<file path="config.mk">
export PLATFORM = sky130hd
export DESIGN_NAME = sbox_inverter
export DESIGN_NICKNAME = d
export VERILOG_FILES = /design/src/rtl/sbox_inverter.sv
export SDC_FILE = /design/constraint.sdc
export NUM_CORES = 2
export LEC_CHECK = 0
export ABC_AREA = 0
export ABC_CLOCK_PERIOD_IN_PS = 5300
export CAP_MARGIN = 40
export CORE_MARGIN = 2
export CORE_UTILIZATION = 30
export DETAILED_ROUTE_END_ITERATION = 12
export PLACE_DENSITY = 0.47
export SETUP_SLACK_MARGIN = 0.1
export SYNTH_ARGS = -nofsm -noshare
export SYNTH_HDL_FRONTEND = slang
export SYNTH_SLANG_ARGS = --single-unit
</file>
<file path="constraint.sdc">
create_clock -name clk -period 5.3 [get_ports clk]
set_input_delay 1.325 -clock clk [delete_from_list [all_inputs] [get_ports clk]]
set_output_delay 1.325 -clock clk [all_outputs]
set_load 0.03 [all_outputs]
</file>
<file path="src/rtl/sbox_inverter.sv">
// sbox_inverter: reads a completed 256-entry S-box, builds its inverse table,
// flags duplicate values, then serves inverse lookups over a valid/ready stream.
// Ports:
//   clk, rst          - clock, synchronous active-high reset
//   start             - begin a fill (sampled only while idle)
//   sbox_rd_en/addr   - read request to S-box storage
//   sbox_rd_data      - read data, one cycle after the request
//   done_inv          - inverse table valid, lookups enabled
//   err_dup           - sticky: some value appeared twice in the S-box
//   in_valid/data/ready   - lookup request stream
//   out_valid/data/ready  - lookup result stream (1-cycle latency)
module sbox_inverter #(
  parameter int unsigned WIDTH  = 8,
  parameter int unsigned RD_LAT = 1
) (
  input  logic             clk,
  input  logic             rst,
  input  logic             start,
  output logic             sbox_rd_en,
  output logic [WIDTH-1:0] sbox_rd_addr,
  input  logic [WIDTH-1:0] sbox_rd_data,
  output logic             done_inv,
  output logic             err_dup,
  input  logic             in_valid,
  input  logic [WIDTH-1:0] in_data,
  output logic             in_ready,
  output logic             out_valid,
  output logic [WIDTH-1:0] out_data,
  input  logic             out_ready
);

  localparam int unsigned DEPTH = 32'd1 << WIDTH;
  localparam int unsigned CNT_W = WIDTH + 1;
  localparam logic [CNT_W-1:0] LAST_ADDR = CNT_W'(DEPTH - 1);

  // Only a single-cycle read pipeline is modelled by the write-qualify stage.
  if (RD_LAT != 1) begin : g_bad_rd_lat
    $error("sbox_inverter: only RD_LAT == 1 is supported");
  end

  typedef enum logic [2:0] {
    S_IDLE,
    S_FILL,
    S_FLUSH,
    S_DONE,
    S_ERROR
  } state_e;

  state_e           state_q, state_d;
  logic [CNT_W-1:0] cnt_q, cnt_d;
  logic             rd_en_q, rd_en_d;
  logic             rd_vld_q, rd_vld_d;
  logic [WIDTH-1:0] addr_d1_q, addr_d1_d;
  logic [DEPTH-1:0] bitmap_q, bitmap_d;
  logic             err_dup_q, err_dup_d;
  logic             done_q, done_d;
  logic             out_valid_q, out_valid_d;
  logic [WIDTH-1:0] out_data_q, out_data_d;
  logic [WIDTH-1:0] inv_q [DEPTH];

  logic             wr_en_c;
  logic             dup_c;
  logic             accept_c;

  // Next-state, write-path and lookup logic.
  always_comb begin
    state_d     = state_q;
    cnt_d       = cnt_q;
    rd_en_d     = 1'b0;
    rd_vld_d    = rd_en_q;
    addr_d1_d   = cnt_q[WIDTH-1:0];
    bitmap_d    = bitmap_q;
    err_dup_d   = err_dup_q;
    done_d      = done_q;
    out_valid_d = out_valid_q;
    out_data_d  = out_data_q;
    in_ready    = 1'b0;
    accept_c    = 1'b0;

    // Read data returned this cycle belongs to the address issued last cycle.
    wr_en_c = rd_vld_q && ((state_q == S_FILL) || (state_q == S_FLUSH));
    dup_c   = wr_en_c && bitmap_q[sbox_rd_data];
    if (wr_en_c) begin
      bitmap_d[sbox_rd_data] = 1'b1;
    end
    if (dup_c) begin
      err_dup_d = 1'b1;
    end

    unique case (state_q)
      S_IDLE: begin
        if (start) begin
          state_d = S_FILL;
          rd_en_d = 1'b1;
          cnt_d   = '0;
        end
      end
      S_FILL: begin
        // Counter runs past 255 so the address output returns to 0 afterwards;
        // termination is the explicit compare, never the wrap.
        cnt_d = cnt_q + CNT_W'(1);
        if (cnt_q == LAST_ADDR) begin
          state_d = S_FLUSH;
        end else begin
          rd_en_d = 1'b1;
        end
      end
      S_FLUSH: begin
        if (err_dup_q || dup_c) begin
          state_d = S_ERROR;
        end else begin
          state_d = S_DONE;
          done_d  = 1'b1;
        end
      end
      S_DONE: begin
        in_ready = !out_valid_q || out_ready;
        accept_c = in_valid && in_ready;
        if (accept_c) begin
          out_valid_d = 1'b1;
          out_data_d  = inv_q[in_data];
        end else if (out_ready) begin
          out_valid_d = 1'b0;
        end
      end
      S_ERROR: begin
        done_d      = 1'b0;
        out_valid_d = 1'b0;
      end
      default: begin
        state_d = S_IDLE;
      end
    endcase
  end

  // State and control registers.
  always_ff @(posedge clk) begin
    if (rst) begin
      state_q     <= S_IDLE;
      cnt_q       <= '0;
      rd_en_q     <= 1'b0;
      rd_vld_q    <= 1'b0;
      addr_d1_q   <= '0;
      bitmap_q    <= '0;
      err_dup_q   <= 1'b0;
      done_q      <= 1'b0;
      out_valid_q <= 1'b0;
      out_data_q  <= '0;
    end else begin
      state_q     <= state_d;
      cnt_q       <= cnt_d;
      rd_en_q     <= rd_en_d;
      rd_vld_q    <= rd_vld_d;
      addr_d1_q   <= addr_d1_d;
      bitmap_q    <= bitmap_d;
      err_dup_q   <= err_dup_d;
      done_q      <= done_d;
      out_valid_q <= out_valid_d;
      out_data_q  <= out_data_d;
    end
  end

  // Inverse table storage; contents are don't-care until a fill completes.
  always_ff @(posedge clk) begin
    if (wr_en_c) begin
      inv_q[sbox_rd_data] <= addr_d1_q;
    end
  end

  assign sbox_rd_en   = rd_en_q;
  assign sbox_rd_addr = cnt_q[WIDTH-1:0];
  assign done_inv     = done_q;
  assign err_dup      = err_dup_q;
  assign out_valid    = out_valid_q;
  assign out_data     = out_data_q;

endmodule

</file>
==> summary.txt <==
Outcome
  – Status: finished, final reports clean

Worst hold path
  – Worst Hold Depth: 1
  – Hold crit path type: flop to flop

Power
  – PnR Total Power: 38950 µW
  – Comb pwr share: 3.7%
  – PD cells: 368.1 nW/µm²
  – Internal power: 30740 µW
  – Switching portion of total power: 21.06%
  – Net Sw Power: 8202 µW
  – Max VDD drop: 0.2230 mV
  – Part of the power in registers: 50.8%
  – Leak: 0.03193 µW
  – Clock power frac: 45.5%

Clock network
  – CTS tree: yes
  – Clk_lat worst skew: 840 ps
  – Clock buffer depth: 4
  – CTS root buf: clkbuf_16
  – CTS sink count: 2337
  – CTS Buf Count: 267
  – Post-CTS Repair Setup Buffers: 0
  – Post-CTS Resized: 0
  – CTS H-tree depth: 5
  – Clk slew on worst S/H paths: 50 ps
  – # hold bufs at CTS: 0

Global routing
  – Number of global-route vias before repair: 45.10k
  – Antenna violations before repair: 12
  – Pin count of the biggest net entering global routing: 169
  – Global-route wire length before repair: 362800 µm
  – Grt ovf: 0
  – Total global-route track usage: 16.88%

Critical path
  – Slowest stage cell, crit path: clkdlybuf4s50_1
  – Element type at the critical path end: output pin
  – CP delay by family, top: buffers and inverters
  – Crit Path Max Fanout: 4
  – Buf/Inv on CP: 3
  – CP Cell Sequence: clkdlybuf4s50_1, inv_1, a21oi_1, clkdlybuf4s50_1
  – Top cell by count, worst path: clkdlybuf4s50_1
  – WS Path Type: primary input to output pin
  – Crit path arrival time: 2840 ps
  – Critical path depth: 4
  – Crit start category: primary input
  – R2r worst-path depth: 6
  – Worst path required time: 3970 ps
  – Max stage delay on crit path: 740 ps

Floorplan
  – Die Height: 549.8 µm
  – Initial Utilization: 30.14%
  – Io pins: 42
  – Die area: 302300 µm²
  – Total core area: 296500 µm²
  – Die X: 549.8 µm
  – Cell row count: 200

Finish
  – Fin util: 35.68%
  – Share of cells above drive strength 1: 32.47%
  – Area growth syn-to-layout: 18.39%
  – Nets@finish: 4599

STA
  – Worst setup margin: 1137 ps
  – Max-slew headroom: 32.40%
  – Max Slew Vio Count: 0
  – Setup TNS: 0 ps
  – Worst Tran Pin Value: 1014 ps
  – Fin. Hold Viols: 0
  – Final setup viols: 0
  – Maximum clock frequency: 240.2 MHz
  – Fin Clk Skew: 49.04 ps
  – Crit share post-route: 78.54%
  – Unrepaired setup endpoints after global routing: false
  – Final Critical Period: 4163 ps

Route
  – WL/cell: 29.35 µm
  – Vias per inst: 5.024
  – Remaining antenna violation count after routing: 0
  – Iteration-0 DRC count of the detailed router: 4514
  – Routed WL: 256000 µm
  – DR pass1 iterations: 6
  – Detailed-route via count: 43.82k
  – Drt drc: 0

Yosys
  – Simple-gate share of the synthesized area: 1.855%
  – Post-synthesis sequential area ratio: 75.29%
  – Cells after Synth: 4103
  – Async SR Flop Fraction: 0%
  – Dominant cells by area after synthesis: edfxtp_1, mux4_2, dfxtp_1
  – Syn avg cell area: 21.78 µm²
  – Adder-cell share of the synthesized area: 0.02800%
  – Synth top area share: 68.81%
  – Synth Area in XOR/XNOR: 0.009800%
  – Top-count cell post-synth: edfxtp_1
  – Synth top cells by count: edfxtp_1, mux4_2, dfxtp_1
  – Synth Flop Type: edfxtp_1
  – Synth area leader: edfxtp_1
  – Post-Synthesis Cell Area: 89370 µm²
  – EDFF count, synth: 2048
  – Post-synthesis mux area share: 18.83%
  – Netlist cell types: 51
  – Ys Warns: 0
  – Largest family of logic cells by synthesized area: multiplexers
  – Synth Area in Compound Gates: 2.723%
  – Synth Register Bits: 2337
  – Syn nets: 4126

Placement
  – Input/output buffers: 41
  – RePlAce Congestion: 0.8041
  – DP Worst Slack: 367.3 ps
  – Dpl hpwl: 162200 µm

Job
  – Max_cap viols: 0
==> state kept, by name (all words and copies together) (netlist names) <==
register,count
err_dup,1
bitmap_q,256
rd_vld_q,1
addr_d1_q,8
cnt_q,9
sbox_rd_en,1
inv_q,2048
out_valid,1
state_q,3
out_data,8
done_inv,1
==> layer usage <==
| layer | vias to the layer above | global-route usage [%] | routed length, µm |
|---|---|---|---|
| met2 | 1122 | 27.89 | 125500 |
| met1 | 24220 | 23.57 | 112900 |
| met4 | 2 | 3.935 | 5544 |
| met5 | - | 0 | 13 |
| met3 | 312 | 2.320 | 12040 |
| li1 | 18160 | - | - |
==> worst paths after layout <==
kind,start,slack [ps],end
max reg2reg,state_q[1],1660,inv_q[59][5]
min reg2reg,bitmap_q[127],460,bitmap_q[127]
max,out_ready,1140,in_ready
min,bitmap_q[127],460,bitmap_q[127]
==> final cells by class <==
type | count | area (µm²)
Multi-Input combinational cell | 1501 | 21010
Inverter | 11 | 48.80
Clock inverter | 103 | 908.4
Timing Repair Buffer | 458 | 4161
Fill cell | 27300 | 190700
Sequential cell | 2337 | 67310
Clock buffer | 370 | 7428
Antenna cell | 3 | 7.507
Tap cell | 3939 | 4928
==> layout by cell type (no fill, tap or decap), types with 9 or more instances in the layout <==
master           instances
nand2_1                 39
o21a_1                 257
a22oi_1                  9
clkbuf_16              275
clkinv_2                32
bufinv_16               11
buf_4                  372
edfxtp_1              2048
inv_1                   10
o21ai_0                 11
nor2b_1                 15
mux4_2                 736
nand3_1                 16
mux2i_1                 24
nand2_2                  9
buf_12                  40
dfxtp_1                281
clkdlybuf4s50_1         31
clkinv_1                36
nor3_1                   9
nor2_1                 283
clkbuf_1                76
clkbuf_8                19
a21oi_1                 22
==> stage by stage <==
| step | hold WS (ps) | area, µm² | std cells |
|---|---|---|---|
| after floorplan | 435.4 | 89370 | 4103 |
| after CTS | 462.5 | 105800 | 8719 |
| after global routing | 470.0 | 105800 | 8720 |
| final | 460.3 | 105800 | 8722 |
| after global placement | 441.3 | 97260 | 8237 |
| after detailed placement | 449.7 | 97460 | 8246 |
==> logic make-up (layout without fill, tap and decap cells) <==
group | after synthesis | after routing
DFF | 2337 | 2337
muxes | 761 | 761
and+or+nand+nor | 402 | 402
AOI/OAI and AO/OA | 335 | 335
buffers and inverters | 265 | 942
adders and majority gates | 2 | 2
xor gates and xnor gates | 1 | 1
other | 0 | 3
==> worst reg2reg max path, delay by kind of cell, from the launching register on <==
family	cells	cell delay (ps)
xor+xnor	1	180
flops	1	680
buf+inv	1	270
simple gates	4	2180
==> power by group through the flow <==
stage / clock [µW] / combinational [µW] / sequential [µW]
6_report: 17700 / 1450 / 19800
5_1_grt: 18900 / 1510 / 19800
4_1_cts: 18200 / 1480 / 19800
3_5_place_dp: 0 / 1480 / 20200
3_3_place_gp: 0 / 1470 / 20200
2_1_floorplan: 0 / 852 / 20200
Note: power is estimated with default switching activity, not from simulation.
